===== config.mk =====
export PLATFORM = sky130hd
export DESIGN_NAME = pq_sorted_ovf_flat
export DESIGN_NICKNAME = d
export VERILOG_FILES = /design/src/rtl/pq_sorted_ovf_if.sv /design/src/rtl/pq_sorted_ovf.sv /design/src/flat_wrapper.sv
export SDC_FILE = /design/constraint.sdc
export NUM_CORES = 1
export LEC_CHECK = 0
export CAP_MARGIN = 25
export CORE_MARGIN = 1
export CORE_UTILIZATION = 40
export DETAILED_ROUTE_END_ITERATION = 7
export PLACE_DENSITY_LB_ADDON = 0.1
export SYNTH_ARGS = -nofsm -noshare
export SYNTH_HDL_FRONTEND = slang
export SYNTH_SLANG_ARGS = --single-unit

===== constraint.sdc =====
create_clock -name clk_i -period 25.4 [get_ports clk_i]
set_input_delay 3.81 -clock clk_i [delete_from_list [all_inputs] [get_ports clk_i]]
set_output_delay 3.81 -clock clk_i [all_outputs]
set_load 0.005 [all_outputs]

===== src/rtl/pq_sorted_ovf_if.sv =====
// Handshake bundle for pq_sorted_ovf: push, pop and drop channels plus status and overflow outputs.
interface pq_sorted_ovf_if #(
    parameter int unsigned DEPTH = 8,
    parameter int unsigned DW    = 8,
    parameter int unsigned IW    = 4
);
    localparam int unsigned CW = $clog2(DEPTH + 1);

    logic          push_i;
    logic [DW-1:0] push_data_i;
    logic          push_rdy_o;
    logic [IW-1:0] push_id_o;
    logic          pop_i;
    logic          pop_rdy_o;
    logic [DW-1:0] pop_data_o;
    logic [IW-1:0] pop_id_o;
    logic          drop_i;
    logic [IW-1:0] drop_id_i;
    logic          drop_rdy_o;
    logic          drop_hit_o;
    logic          full_o;
    logic          empty_o;
    logic [CW-1:0] cnt_o;
    logic          ovf_o;
    logic [DW-1:0] ovf_data_o;
    logic [IW-1:0] ovf_id_o;

    modport master (
        output push_i, push_data_i, pop_i, drop_i, drop_id_i,
        input  push_rdy_o, push_id_o, pop_rdy_o, pop_data_o, pop_id_o,
               drop_rdy_o, drop_hit_o, full_o, empty_o, cnt_o,
               ovf_o, ovf_data_o, ovf_id_o
    );

    modport slave (
        input  push_i, push_data_i, pop_i, drop_i, drop_id_i,
        output push_rdy_o, push_id_o, pop_rdy_o, pop_data_o, pop_id_o,
               drop_rdy_o, drop_hit_o, full_o, empty_o, cnt_o,
               ovf_o, ovf_data_o, ovf_id_o
    );
endinterface


===== src/rtl/pq_sorted_ovf.sv =====
// Sorted shift-array priority queue with push+pop, FIFO tie order and reject/evict full policy.
// Drop-by-ID logic is present only when PQ_DROP_EN is defined.
module pq_sorted_ovf #(
    parameter int unsigned DEPTH    = 8,
    parameter int unsigned DW       = 8,
    parameter int unsigned IW       = 4,
    parameter int unsigned OVF_MODE = 0
) (
    input logic           clk_i,
    input logic           rst_i,
    pq_sorted_ovf_if.slave bus
);
    localparam int unsigned   CW      = $clog2(DEPTH + 1);
    localparam logic [CW-1:0] DEPTH_C = CW'(DEPTH);

    logic [DW-1:0] key_q [DEPTH];
    logic [IW-1:0] id_q  [DEPTH];
    logic [CW-1:0] cnt_q;
    logic [IW-1:0] id_ctr_q;
    logic          ovf_q;
    logic [DW-1:0] ovf_data_q;
    logic [IW-1:0] ovf_id_q;
    logic          drop_hit_q;

    logic          full, empty, push_rdy, push_acc, pop_acc;
    logic [DW-1:0] key_a [DEPTH];
    logic [IW-1:0] id_a  [DEPTH];
    logic [DW-1:0] key_n [DEPTH];
    logic [IW-1:0] id_n  [DEPTH];
    logic [CW-1:0] cnt_a, cnt_n, pos;
    logic          evict, self_evict;
    logic [DW-1:0] ovf_data_n;
    logic [IW-1:0] ovf_id_n;

    assign full     = (cnt_q == DEPTH_C);
    assign empty    = (cnt_q == '0);
    assign push_rdy = ~full | bus.pop_i | (OVF_MODE != 0);
    assign push_acc = bus.push_i & push_rdy;
    assign pop_acc  = bus.pop_i & ~empty;

    // Pop is applied first, then the insert runs on the compacted array, so push+pop never evicts.
    always_comb begin
        for (int unsigned i = 0; i < DEPTH - 1; i++) begin
            key_a[i] = pop_acc ? key_q[i+1] : key_q[i];
            id_a[i]  = pop_acc ? id_q[i+1]  : id_q[i];
        end
        key_a[DEPTH-1] = pop_acc ? '0 : key_q[DEPTH-1];
        id_a[DEPTH-1]  = pop_acc ? '0 : id_q[DEPTH-1];
        cnt_a = cnt_q - CW'(pop_acc);

        pos = '0;
        for (int unsigned i = 0; i < DEPTH; i++) begin
            if (CW'(i) < cnt_a && key_a[i] <= bus.push_data_i)
                pos = pos + CW'(1);
        end

        evict      = push_acc && (cnt_a == DEPTH_C);
        self_evict = evict && (pos == DEPTH_C);

        key_n = key_a;
        id_n  = id_a;
        if (push_acc && !self_evict) begin
            if (pos == '0) begin
                key_n[0] = bus.push_data_i;
                id_n[0]  = id_ctr_q;
            end
            for (int unsigned i = 1; i < DEPTH; i++) begin
                if (CW'(i) == pos) begin
                    key_n[i] = bus.push_data_i;
                    id_n[i]  = id_ctr_q;
                end else if (CW'(i) > pos) begin
                    key_n[i] = key_a[i-1];
                    id_n[i]  = id_a[i-1];
                end
            end
        end

        cnt_n      = evict ? cnt_a : cnt_a + CW'(push_acc);
        ovf_data_n = self_evict ? bus.push_data_i : key_a[DEPTH-1];
        ovf_id_n   = self_evict ? id_ctr_q : id_a[DEPTH-1];
    end

`ifdef PQ_DROP_EN
    logic          drop_acc, hit;
    logic [CW-1:0] hit_idx;
    logic [DW-1:0] key_d [DEPTH];
    logic [IW-1:0] id_d  [DEPTH];

    assign drop_acc = bus.drop_i & ~bus.push_i & ~bus.pop_i;

    always_comb begin
        hit     = 1'b0;
        hit_idx = '0;
        for (int unsigned i = 0; i < DEPTH; i++) begin
            if (!hit && CW'(i) < cnt_q && id_q[i] == bus.drop_id_i) begin
                hit     = 1'b1;
                hit_idx = CW'(i);
            end
        end
        key_d = key_q;
        id_d  = id_q;
        for (int unsigned i = 0; i < DEPTH - 1; i++) begin
            if (hit && CW'(i) >= hit_idx) begin
                key_d[i] = key_q[i+1];
                id_d[i]  = id_q[i+1];
            end
        end
        if (hit) begin
            key_d[DEPTH-1] = '0;
            id_d[DEPTH-1]  = '0;
        end
    end

    assign bus.drop_rdy_o = ~bus.push_i & ~bus.pop_i;
`else
    logic unused_drop;
    assign unused_drop    = ^{bus.drop_i, bus.drop_id_i};
    assign bus.drop_rdy_o = 1'b0;
`endif

    always_ff @(posedge clk_i) begin
        if (rst_i) begin
            key_q      <= '{default: '0};
            id_q       <= '{default: '0};
            cnt_q      <= '0;
            id_ctr_q   <= '0;
            ovf_q      <= 1'b0;
            ovf_data_q <= '0;
            ovf_id_q   <= '0;
            drop_hit_q <= 1'b0;
        end else begin
            ovf_q      <= evict;
            drop_hit_q <= 1'b0;
            if (evict) begin
                ovf_data_q <= ovf_data_n;
                ovf_id_q   <= ovf_id_n;
            end
            if (push_acc)
                id_ctr_q <= id_ctr_q + IW'(1);
`ifdef PQ_DROP_EN
            if (drop_acc) begin
                key_q      <= key_d;
                id_q       <= id_d;
                cnt_q      <= cnt_q - CW'(hit);
                drop_hit_q <= hit;
            end else begin
                key_q <= key_n;
                id_q  <= id_n;
                cnt_q <= cnt_n;
            end
`else
            key_q <= key_n;
            id_q  <= id_n;
            cnt_q <= cnt_n;
`endif
        end
    end

    assign bus.push_rdy_o = push_rdy;
    assign bus.push_id_o  = id_ctr_q;
    assign bus.pop_rdy_o  = ~empty;
    assign bus.pop_data_o = key_q[0];
    assign bus.pop_id_o   = id_q[0];
    assign bus.drop_hit_o = drop_hit_q;
    assign bus.full_o     = full;
    assign bus.empty_o    = empty;
    assign bus.cnt_o      = cnt_q;
    assign bus.ovf_o      = ovf_q;
    assign bus.ovf_data_o = ovf_data_q;
    assign bus.ovf_id_o   = ovf_id_q;
endmodule


===== src/flat_wrapper.sv =====
// flat-port wrapper written by rule: the top's interface ports become plain ports
module pq_sorted_ovf_flat 
#(
    parameter int unsigned DEPTH    = 8,
    parameter int unsigned DW       = 8,
    parameter int unsigned IW       = 4,
    parameter int unsigned OVF_MODE = 0
)
  (clk_i, rst_i, bus_push_i, bus_push_data_i, bus_pop_i, bus_drop_i, bus_drop_id_i, bus_push_rdy_o, bus_push_id_o, bus_pop_rdy_o, bus_pop_data_o, bus_pop_id_o, bus_drop_rdy_o, bus_drop_hit_o, bus_full_o, bus_empty_o, bus_cnt_o, bus_ovf_o, bus_ovf_data_o, bus_ovf_id_o);
  pq_sorted_ovf_if #(.DEPTH(DEPTH), .DW(DW), .IW(IW)) bus_i ();
  input logic clk_i;
  input logic rst_i;
  input wire logic [$bits(bus_i.push_i)-1:0] bus_push_i;
  input wire logic [$bits(bus_i.push_data_i)-1:0] bus_push_data_i;
  input wire logic [$bits(bus_i.pop_i)-1:0] bus_pop_i;
  input wire logic [$bits(bus_i.drop_i)-1:0] bus_drop_i;
  input wire logic [$bits(bus_i.drop_id_i)-1:0] bus_drop_id_i;
  output wire logic [$bits(bus_i.push_rdy_o)-1:0] bus_push_rdy_o;
  output wire logic [$bits(bus_i.push_id_o)-1:0] bus_push_id_o;
  output wire logic [$bits(bus_i.pop_rdy_o)-1:0] bus_pop_rdy_o;
  output wire logic [$bits(bus_i.pop_data_o)-1:0] bus_pop_data_o;
  output wire logic [$bits(bus_i.pop_id_o)-1:0] bus_pop_id_o;
  output wire logic [$bits(bus_i.drop_rdy_o)-1:0] bus_drop_rdy_o;
  output wire logic [$bits(bus_i.drop_hit_o)-1:0] bus_drop_hit_o;
  output wire logic [$bits(bus_i.full_o)-1:0] bus_full_o;
  output wire logic [$bits(bus_i.empty_o)-1:0] bus_empty_o;
  output wire logic [$bits(bus_i.cnt_o)-1:0] bus_cnt_o;
  output wire logic [$bits(bus_i.ovf_o)-1:0] bus_ovf_o;
  output wire logic [$bits(bus_i.ovf_data_o)-1:0] bus_ovf_data_o;
  output wire logic [$bits(bus_i.ovf_id_o)-1:0] bus_ovf_id_o;
  assign bus_i.push_i = bus_push_i;
  assign bus_i.push_data_i = bus_push_data_i;
  assign bus_i.pop_i = bus_pop_i;
  assign bus_i.drop_i = bus_drop_i;
  assign bus_i.drop_id_i = bus_drop_id_i;
  assign bus_push_rdy_o = bus_i.push_rdy_o;
  assign bus_push_id_o = bus_i.push_id_o;
  assign bus_pop_rdy_o = bus_i.pop_rdy_o;
  assign bus_pop_data_o = bus_i.pop_data_o;
  assign bus_pop_id_o = bus_i.pop_id_o;
  assign bus_drop_rdy_o = bus_i.drop_rdy_o;
  assign bus_drop_hit_o = bus_i.drop_hit_o;
  assign bus_full_o = bus_i.full_o;
  assign bus_empty_o = bus_i.empty_o;
  assign bus_cnt_o = bus_i.cnt_o;
  assign bus_ovf_o = bus_i.ovf_o;
  assign bus_ovf_data_o = bus_i.ovf_data_o;
  assign bus_ovf_id_o = bus_i.ovf_id_o;
  pq_sorted_ovf #(.DEPTH(DEPTH), .DW(DW), .IW(IW), .OVF_MODE(OVF_MODE)) u_core (.clk_i(clk_i), .rst_i(rst_i), .bus(bus_i));
endmodule

Word level (Yosys, flattened, before mapping)
Cells that the tools add are included.

Register bits after elaboration: 117.

Add/subtract/negate cells: 10. Muxes and demuxes: 59. $lt $le $gt $ge: 23. Bitwise logic cells: 5. Equal/unequal tests: 10. Reduce and logical (&&, ||, !) cells: 14.

Operator list (number): 8-bit 2-to-1 mux (24); 4-bit 2-to-1 mux (32); 8-bit less-or-equal comparator (8); 64-bit 2-to-1 mux (1); 4-bit by 1-bit adder with 4-bit output, second input constant (8); 32-bit 2-to-1 mux (1); 3-bit by 4-bit equality test with 1-bit output, first input constant (4); 3-bit by 4-bit > comparator with 1-bit output, first input constant (4); 3-bit by 4-bit less-than comparator with 1-bit output, first input constant (4); 4-bit equality test, second input constant (3); 1-bit logical AND (11); 2-bit by 4-bit equality test with 1-bit output, first input constant (2); 2-bit by 4-bit > comparator with 1-bit output, first input constant (2); 4-bit logical NOT (2); 1-bit by 4-bit less-than comparator with 1-bit output, first input constant (2); 2-bit by 4-bit less-than comparator with 1-bit output, first input constant (2); 4-bit by 1-bit adder with 4-bit output (1); 1-bit by 4-bit equality test with 1-bit output, first input constant (1); 1-bit by 4-bit > comparator with 1-bit output, first input constant (1); 4-bit by 1-bit subtractor with 4-bit output (1); 1-bit bitwise AND (2); 1-bit NOT (2); 1-bit logical NOT (1); 1-bit 2-to-1 mux (1); 1-bit OR (1).

Longest topological paths before layout
Gate-level depths: netlist of run 1.

Depth after elaboration: 26. Gate-level depth with buffers: 48. Mapped depth without buffers: 44.

Worst setup path before layout of run 1
No wires, ideal clock.

Path type: input port to flip-flop. From: in bus_pop_i. To: reg u_core.key_q[49] (netlist bit). Setup time: 136 ps. Path slack: 14379 ps. Arrival time: 10886 ps. Stages: 44. Buffers on the path: 3. Cell sequence: nand2_1 inv_1 clkbuf_1 clkbuf_1 mux2i_1 inv_1 ha_1 nor2b_1 o21a_1 o21ai_0 nand2b_1 a21oi_1 o21ai_0 nand2_1 o21ai_0 inv_1 ha_1 o21ai_1 [... 8 more ...] ha_1 and2_1 o21bai_1 ha_1 nor2b_1 nor2_1 ha_1 inv_1 a211oi_1 xnor2_1 xnor3_1 a21oi_2 nand2_1 nor3_1 o21ai_2 buf_2 a211oi_1 a211oi_1.

Cells in the longest elaborated chain, start to end: 24. Elaborated cells on any way between the ends: 62.

RTL lines: from (decl) (line flat_wrapper.sv:15) `input wire logic [$bits(bus_i.pop_i)-1:0] bus_pop_i;`; parallel branches: the longest is 23 deep, another holds 4-bit by 1-bit subtractor with 4-bit output; 64-bit 2-to-1 mux (*) (line pq_sorted_ovf.sv:62) `if (push_acc && !self_evict) begin`; to (signal assigned) (line pq_sorted_ovf.sv:152) `key_q <= key_n;`; to (decl) (line pq_sorted_ovf.sv:16) `logic [DW-1:0] key_q [DEPTH];`.

Every way passes the cells marked *. A chain may end at the register's enable or synchronous reset.

Worst setup path after layout of run 1
From: in bus_pop_i. To: reg u_core.key_q[13] (netlist bit).

The elaborated chain is that of the path after synthesis.

==> impl_metrics.py, run 1 <==
metrics = {
    "worst_setup_path": {
        "r2r_setup_slack_ns": 15.02,
        "cp.arrival_ns": 13.71,
        "critPathTopFamily": "simple AND/OR/NAND/NOR gates",
        "startpoint": "bus_pop_i",
        "critPathKind": "in2reg",
        "start_kind": "input port",
        "required_ns": 25.72,
        "r2r_end": "u_core.key_q[13]",
        "slowest_stage": "nor2_1",
        "crit_fanout": 41,
        "end_kind": "flop",
        "critPathBufInv": 7,
        "crit_end": "u_core.key_q[13]",
        "cpPeakStageDelay_ns": 0.84,
        "cpMostUsedCell": "ha_1",
        "cp.depth": 43,
        "rr_startpoint": "u_core.bus.cnt_o[3]",
        "reg2regPathDepth": 43,
    },
    "sta": {
        "fmax_mhz": 74.7,
        "tightest_slew_ns": 1.08,
        "setup_tns_ns": 0,
        "finalSetupViolCount": 0,
        "slew_viol_final": 0,
        "post-route-period-util": 0.527,
        "rsz0062_at_grt": "no",
        "setup_slack_ns": 12.01,
        "hold_violations": 0,
        "clock_skew_ns": 0.00886,
        "relSlewSlack": 0.275,
        "period_needed_ns": 13.39,
    },
    "clocking": {
        "root_buffer": "clkbuf_16",
        "cts_tree": "yes",
        "htreeDepth": 4,
        "clk_path_buf_depth": 2,
        "cts_hold_buf": 0,
        "cts_made_buffers": 17,
        "post_cts_resized": 0,
        "cts_sinks": 117,
        "insertion_delay_ns": 0.42,
        "clk_pin_slew_worst_paths_ns": 0.05,
        "postCtsSetupBuffers": 0,
    },
    "global_routing": {
        "antenna_found_initial": 0,
        "grt_pass1_vias": 7826,
        "grtUsageTotal": 0.244,
        "grt_pass1_wl_um": 44500,
        "gr-total-overflow": 0,
        "grt_max_degree": 57,
    },
    "routing": {
        "wl_per_cell_um": 19.9,
        "ant_nets": 0,
        "via_per_inst": 5.89,
        "first_pass_iters": 8,
        "dr_total_vias": 8308,
        "route.detailed.drc": 9,
        "initialDrtViolationCount": 612,
        "wl_um": 28100,
    },
    "synth": {
        "ys_seq_elements": 117,
        "yosys.area.top_type": "dfxtp_1",
        "synth-edff-count": 0,
        "yosysWarnings": 0,
        "synth_common_cells": "nand2_1, dfxtp_1, nor2_1, ha_1, a21oi_1",
        "avgSynthCellArea_sq_um": 8.05,
        "ys.flop_type": "dfxtp_1",
        "syn_inst": 1123,
        "synthArstFlopShare": 0,
        "yosysMostFrequentCell": "nand2_1",
        "synth.area.top_cells": "dfxtp_1, ha_1, nand2_1",
        "netlist_area_sq_um": 9040,
        "yosysTopAreaCellShare": 0.259,
        "synth_cell_type_count": 94,
        "ys_seq_area_frac": 0.259,
    },
    "layout": {
        "drive_gt1_frac": 0.102,
        "diodes": 0,
        "area_growth_pct": 12.0,
        "nets": 1212,
    },
    "floorplanning": {
        "rows": 54,
        "die_area_sq_um": 23200,
        "core_area_sq_um": 22000,
        "io_pins": 56,
        "die_width_um": 152,
        "start_util": 0.411,
        "die_h_um": 152,
    },
    "placement": {
        "routabilityCongestion": 0.916,
        "io_buffers": 48,
        "dp_hpwl_um": 20100,
        "pre_cts_ws_ns": 11.64,
    },
    "flow_run": {
        "max_cap_viol_count": 0,
    },
    "status": {
        "outcome": "finished, violations left",
        "violations": "design-rule violations",
    },
    "min_path": {
        "hp-class": "reg2reg",
    },
}
[layer usage]
layer | global-route usage | up-vias | share of wire | wire [um]
li1 | - | 4123 | - | -
met1 | 0.339 | 3917 | 0.48 | 13600
met2 | 0.385 | 240 | 0.45 | 12500
met3 | 0.0461 | 28 | 0.051 | 1440
met4 | 0.0651 | 0 | 0.018 | 499
met5 | 0 | - | 0 | 0
[sequential cells by signal (all words and copies together), names as in the netlist]
name	count
u_core.bus.cnt_o	4
u_core.bus.ovf_data_o	8
u_core.bus.ovf_id_o	4
u_core.bus.ovf_o	1
u_core.bus.pop_data_o	8
u_core.bus.pop_id_o	4
u_core.bus.push_id_o	4
u_core.id_q	28
u_core.key_q	56
[worst min path at each step]
| stage | depth (start not counted) | slack [ns] | to | startpoint |
|---|---|---|---|---|
| after floorplan | 2 | 0.46 | u_core.key_q[0] | u_core.key_q[0] |
| after global routing | 2 | 0.54 | u_core.key_q[0] | u_core.key_q[0] |
| final | 2 | 0.49 | u_core.key_q[0] | u_core.key_q[0] |
| after detailed placement | 2 | 0.48 | u_core.key_q[0] | u_core.key_q[0] |
| after CTS | 2 | 0.49 | u_core.key_q[0] | u_core.key_q[0] |
| after global placement | 2 | 0.48 | u_core.key_q[0] | u_core.key_q[0] |
[through the flow]
stage | utilization | hold slack, ns | std cells | cell area, sq um
finish | 0.460 | 0.489 | 1411 | 10100
global route | 0.460 | 0.538 | 1411 | 10100
CTS | 0.459 | 0.490 | 1410 | 10100
detailed placement | 0.435 | 0.484 | 1379 | 9570
global placement | 0.434 | 0.478 | 1378 | 9560
floorplan | - | 0.457 | 1124 | 9050
[layout by cell type (no fill, tap or decap), types with 11 or more instances in the layout]
cell type	netlist	routed
a211oi_1	37	37
a21o_1	12	12
a21oi_1	66	66
a311oi_1	11	11
a31oi_1	13	13
and2_1	18	18
buf_4	16	12
clkbuf_16	0	17
clkdlybuf4s50_1	0	47
dfxtp_1	117	117
ha_1	76	76
inv_1	59	58
mux2i_1	50	50
nand2_1	169	168
nand3_1	44	44
nand4_1	14	14
nor2_1	77	77
nor3_1	17	17
o211ai_1	12	12
o21ai_0	19	19
o22ai_1	14	14
[tightest hold or removal path, stage by stage (launching register included)]
cell	delay, ns
dfxtp_1	0.32
nand3_1	0.07
a21oi_1	0.05
[cells by family after synthesis]
family,synth area share
and+or+nand+nor,0.212
muxes,0.0582
xor gates and xnor gates,0.0288
AOI/OAI and AO/OA,0.265
adders and majority gates,0.105
buffers and inverters,0.0715
other,0.000415
DFF,0.259
[layout make-up]
| cell class | count | area, sq um |
|---|---|---|
| Clock buffer | 23 | 488 |
| Fill cell | 2211 | 11900 |
| Timing Repair Buffer | 62 | 596 |
| Tap cell | 280 | 350 |
| Clock inverter | 8 | 51.3 |
| Sequential cell | 117 | 2340 |
| Inverter | 61 | 230 |
| Multi-Input combinational cell | 860 | 6070 |
Power of run 1 is left out: the tool's default activity adds up to more than one toggle a clock period on the data nets, which glitch-free logic cannot reach.
==> run 2: changes to the inputs <==
==> constraint.sdc (replaced) <==
create_clock -name clk_i -period 13.75 [get_ports clk_i]
set_input_delay 2.0625 -clock clk_i [delete_from_list [all_inputs] [get_ports clk_i]]
set_output_delay 2.0625 -clock clk_i [all_outputs]
set_load 0.005 [all_outputs]
==> run 2 against run 1 <==
  * The run still ends with design-rule violations left
  * Worst setup slack worse by 9.7 ns
  * Routed wire length is 1.1% higher
  * Clock-buffer cell count stayed put
  * First-iteration DRC count is 2.8% higher
  * Utilization hardly changed
  * Sequential cell count stayed put
  * Die area stayed put
  * Register-to-register slack worse by 11 ns
  * Clock skew is 0.00076 ns higher
  * Cell count is 0.21% lower
  * Via count is 0.85% lower
  * Sequential share of layout area hardly changed
==> impl_metrics.py, run 2 (same netlist as run 1, synthesis figures left out) <==
metrics = {
    "status": {
        "violations": "design-rule violations",
        "outcome": "finished, violations left",
    },
    "min_path": {
        "hp-class": "reg2reg",
        "min-delay-start": "u_core.key_q[0]",
    },
    "layout": {
        "fillers": 2200,
        "drive_gt1_frac": 0.0975,
        "largest_register_ff_count": 56,
        "final_cell_mix": "nand2_1, dfxtp_1, nor2_1",
        "area_growth_pct": 12.0,
        "final_util": 0.460,
        "largest-register": "u_core.key_q",
        "largestRegisters": "u_core.key_q (56), u_core.id_q (28)",
        "diodes": 0,
        "final_common_cell": "nand2_1",
        "nets": 1212,
    },
    "worst_setup_path": {
        "required_ns": 14.08,
        "cpPeakStageDelay_ns": 0.78,
        "critPathKind": "in2reg",
        "end_kind": "flop",
        "critPathBufInv": 6,
        "slowest_stage": "nor2_1",
        "cp.arrival_ns": 11.74,
        "crit_fanout": 41,
        "critPathTopFamily": "simple AND/OR/NAND/NOR gates",
        "start_kind": "input port",
        "cpMostUsedCell": "ha_1",
        "rr_startpoint": "u_core.bus.cnt_o[1]",
        "startpoint": "bus_pop_i",
    },
    "clocking": {
        "post_cts_resized": 0,
        "cts_tree": "yes",
        "cts_sinks": 117,
        "cts_hold_buf": 0,
        "root_buffer": "clkbuf_16",
        "insertion_delay_ns": 0.42,
        "clk_path_buf_depth": 2,
        "postCtsSetupBuffers": 0,
        "cts_made_buffers": 17,
        "htreeDepth": 4,
        "clk_pin_slew_worst_paths_ns": 0.06,
    },
    "routing": {
        "route.detailed.drc": 8,
        "first_pass_iters": 7,
        "via_per_inst": 5.85,
        "ant_nets": 0,
        "wl_um": 28400,
        "initialDrtViolationCount": 629,
        "wl_per_cell_um": 20.2,
        "dr_total_vias": 8237,
    },
    "sta": {
        "period_needed_ns": 11.42,
        "hold_violations": 0,
        "relSlewSlack": 0.331,
        "finalSetupViolCount": 0,
        "clock_skew_ns": 0.00962,
        "worst_hold_slack_ns": 0.495,
        "rsz0062_at_grt": "no",
        "tightest_slew_ns": 1.00,
        "post-route-period-util": 0.830,
        "slew_viol_final": 0,
        "setup_tns_ns": 0,
        "fmax_mhz": 87.6,
    },
    "flow_run": {
        "max_cap_viol_count": 0,
    },
    "global_routing": {
        "antenna_found_initial": 0,
        "gr-total-overflow": 0,
        "grtUsageTotal": 0.252,
        "grt_pass1_vias": 8046,
        "grt_max_degree": 58,
        "grt_pass1_wl_um": 45900,
    },
    "floorplanning": {
        "core_area_sq_um": 22000,
        "io_pins": 56,
        "start_util": 0.411,
        "die_h_um": 152,
        "die_area_sq_um": 23200,
        "die_width_um": 152,
        "rows": 54,
    },
    "placement": {
        "io_buffers": 48,
        "dp_hpwl_um": 20200,
        "routabilityCongestion": 0.887,
    },
}
[run 2: cell types whose count changed in the layout (fill, tap and decap cells not counted), sizes merged]
cell and delta:
clkinv -3, bufinv +2, clkinvlp -2
[run 2: layout make-up]
cell class	instances	area (sq um)	share of cell area
Multi-Input combinational cell	860	6070	0.599
Timing Repair Buffer	62	596	0.0588
Tap cell	280	350	0.0346
Sequential cell	117	2340	0.231
Clock inverter	5	77.6	0.00766
Inverter	61	230	0.0227
Clock buffer	23	468	0.0462
[run 2: through the flow]
step,setup WS (ns),instance area (sq um),cells
final,2.33,10100,1408
after global routing,1.62,10100,1408
after CTS,2.39,10100,1407
after detailed placement,1.95,9570,1379
after global placement,2.00,9560,1378
after floorplan,4.48,9050,1124
[run 2: worst paths after layout]
check	to	cells past startpoint	slack, ns
max	u_core.key_q[10]	37	2.33
min	u_core.key_q[0]	2	0.50
max reg2reg	u_core.key_q[10]	38	3.65
min reg2reg	u_core.key_q[0]	2	0.50
[run 2: worst reg2reg max path: cells and delay by family, from the launching register on]
family | cells | cell delay, ns
and+or+nand+nor | 14 | 3.23
adders and majority gates | 8 | 2.32
AOI/OAI and AO/OA | 9 | 1.96
buffers and inverters | 5 | 1.43
xor gates and xnor gates | 2 | 0.72
DFF | 1 | 0.37
[run 2: per-layer routing]
layer  vias up  share of wire  global-route usage
li1       4115              -                   -
met1      3846           0.48               0.344
met2       240           0.45               0.401
met3        36          0.052              0.0435
met4         0          0.020              0.0797
met5         -              0                   0
Power of run 2 is left out for the same reason.
==> run 3: changes to the inputs <==
==> constraint.sdc (replaced) <==
create_clock -name clk_i -period 11.65 [get_ports clk_i]
set_input_delay 1.7475 -clock clk_i [delete_from_list [all_inputs] [get_ports clk_i]]
set_output_delay 1.7475 -clock clk_i [all_outputs]
set_load 0.005 [all_outputs]
==> run 3 against run 2 <==
  * Critical endpoint is now u_core.key_q[15]
  * First-iteration DRC count is 7.6% lower
  * Cell count is 0.92% higher
  * The run still ends with design-rule violations left
  * Critical path type unchanged
  * Largest cell class unchanged
  * Utilization is 0.58 points higher
  * Worst hold slack worse by 0.0033 ns
  * Critical path depth is 3 higher
==> impl_metrics.py, run 3 (same netlist as run 1, synthesis figures left out) <==
metrics = {
    "status": {
        "outcome": "finished, violations left",
        "violations": "design-rule violations",
    },
    "floorplanning": {
        "core_area_sq_um": 22000,
        "die_h_um": 152,
        "start_util": 0.411,
        "die_width_um": 152,
        "rows": 54,
        "die_area_sq_um": 23200,
        "io_pins": 56,
    },
    "sta": {
        "relSlewSlack": 0.313,
        "slew_viol_final": 0,
        "clock_skew_ns": 0.0111,
        "finalSetupViolCount": 0,
        "setup_slack_ns": 1.35,
        "hold_violations": 0,
        "setup_tns_ns": 0,
        "tightest_slew_ns": 1.03,
        "period_needed_ns": 10.30,
        "fmax_mhz": 97.1,
        "rsz0062_at_grt": "no",
        "post-route-period-util": 0.884,
    },
    "placement": {
        "pre_cts_ws_ns": 0.951,
        "io_buffers": 48,
        "routabilityCongestion": 0.868,
        "dpl_cell_area_sq_um": 9650,
        "dp_hpwl_um": 20400,
        "dp.cells": 1389,
    },
    "layout": {
        "regArea_sq_um": 2340,
        "largest-register": "u_core.key_q",
        "area_growth_pct": 13.4,
        "final_common_cell": "nand2_1",
        "final_cell_mix": "nand2_1, dfxtp_1, nor2_1",
        "final_cell_area_sq_um": 10300,
        "largestRegisters": "u_core.key_q (56), u_core.id_q (28)",
        "largest_register_ff_count": 56,
        "multi_input_comb_area_sq_um": 6070,
        "fin_cells": 1421,
        "diodes": 0,
        "nets": 1221,
        "fillers": 2244,
        "drive_gt1_frac": 0.109,
    },
    "routing": {
        "route.detailed.drc": 8,
        "first_pass_iters": 8,
        "initialDrtViolationCount": 581,
        "wl_um": 28700,
        "via_per_inst": 5.85,
        "wl_per_cell_um": 20.2,
        "dr_total_vias": 8312,
        "ant_nets": 0,
    },
    "worst_setup_path": {
        "r2r_setup_slack_ns": 2.32,
        "required_ns": 11.97,
        "crit_fanout": 19,
        "start_kind": "input port",
        "startpoint": "bus_pop_i",
        "critPathKind": "in2reg",
        "cpMostUsedCell": "ha_1",
        "rr_startpoint": "u_core.bus.cnt_o[1]",
        "cp.arrival_ns": 10.62,
        "critPathBufInv": 6,
        "slowest_stage": "or2_1",
        "critPathTopFamily": "compound AO/OA/AOI/OAI gates",
        "end_kind": "flop",
        "cpPeakStageDelay_ns": 0.64,
    },
    "clocking": {
        "cts_tree": "yes",
        "clk_pin_slew_worst_paths_ns": 0.06,
        "cts_made_buffers": 17,
        "root_buffer": "clkbuf_16",
        "htreeDepth": 4,
        "postCtsSetupBuffers": 0,
        "insertion_delay_ns": 0.43,
        "cts_sinks": 117,
        "clk_path_buf_depth": 2,
        "cts_hold_buf": 0,
        "post_cts_resized": 0,
    },
    "global_routing": {
        "antenna_found_initial": 1,
        "grt_pass1_wl_um": 45700,
        "grt_max_degree": 43,
        "grt_pass1_vias": 7880,
        "grtUsageTotal": 0.251,
        "gr-total-overflow": 0,
    },
    "min_path": {
        "min-delay-start": "u_core.key_q[0]",
        "hp-class": "reg2reg",
    },
    "flow_run": {
        "max_cap_viol_count": 0,
    },
}
[run 3: metal layers]
layer	up-vias	track usage	share of wire
met1	3897	0.348	0.48
met2	238	0.397	0.44
met3	39	0.0435	0.052
met4	2	0.0777	0.022
li1	4136	-	-
met5	-	0	0.00031
[run 3: cell type report]
type / instances / share of cell area
Clock buffer: 24 / 0.0479
Clock inverter: 8 / 0.0118
Inverter: 61 / 0.0224
Multi-Input combinational cell: 860 / 0.591
Sequential cell: 117 / 0.228
Tap cell: 280 / 0.0341
Timing Repair Buffer: 71 / 0.0639
[run 3: final timing paths]
kind	end	depth (start not counted)
worst min-delay path	u_core.key_q[0]	2
worst max register to register	u_core.key_q[15]	41
worst min register to register	u_core.key_q[0]	2
worst max-delay path	u_core.key_q[15]	40
[run 3: worst min-delay path, delay by kind of cell, from the launching register on]
family          cells  cell delay [ns]
compound gates      1             0.05
simple gates        1             0.07
flops               1             0.32
[run 3: stage by stage]
stage / utilization / hold WS [ns]
floorplan: - / 0.457
global placement: 0.437 / 0.476
detailed placement: 0.438 / 0.482
CTS: 0.466 / 0.489
global route: 0.466 / 0.524
finish: 0.466 / 0.492
Power of run 3 is left out for the same reason.
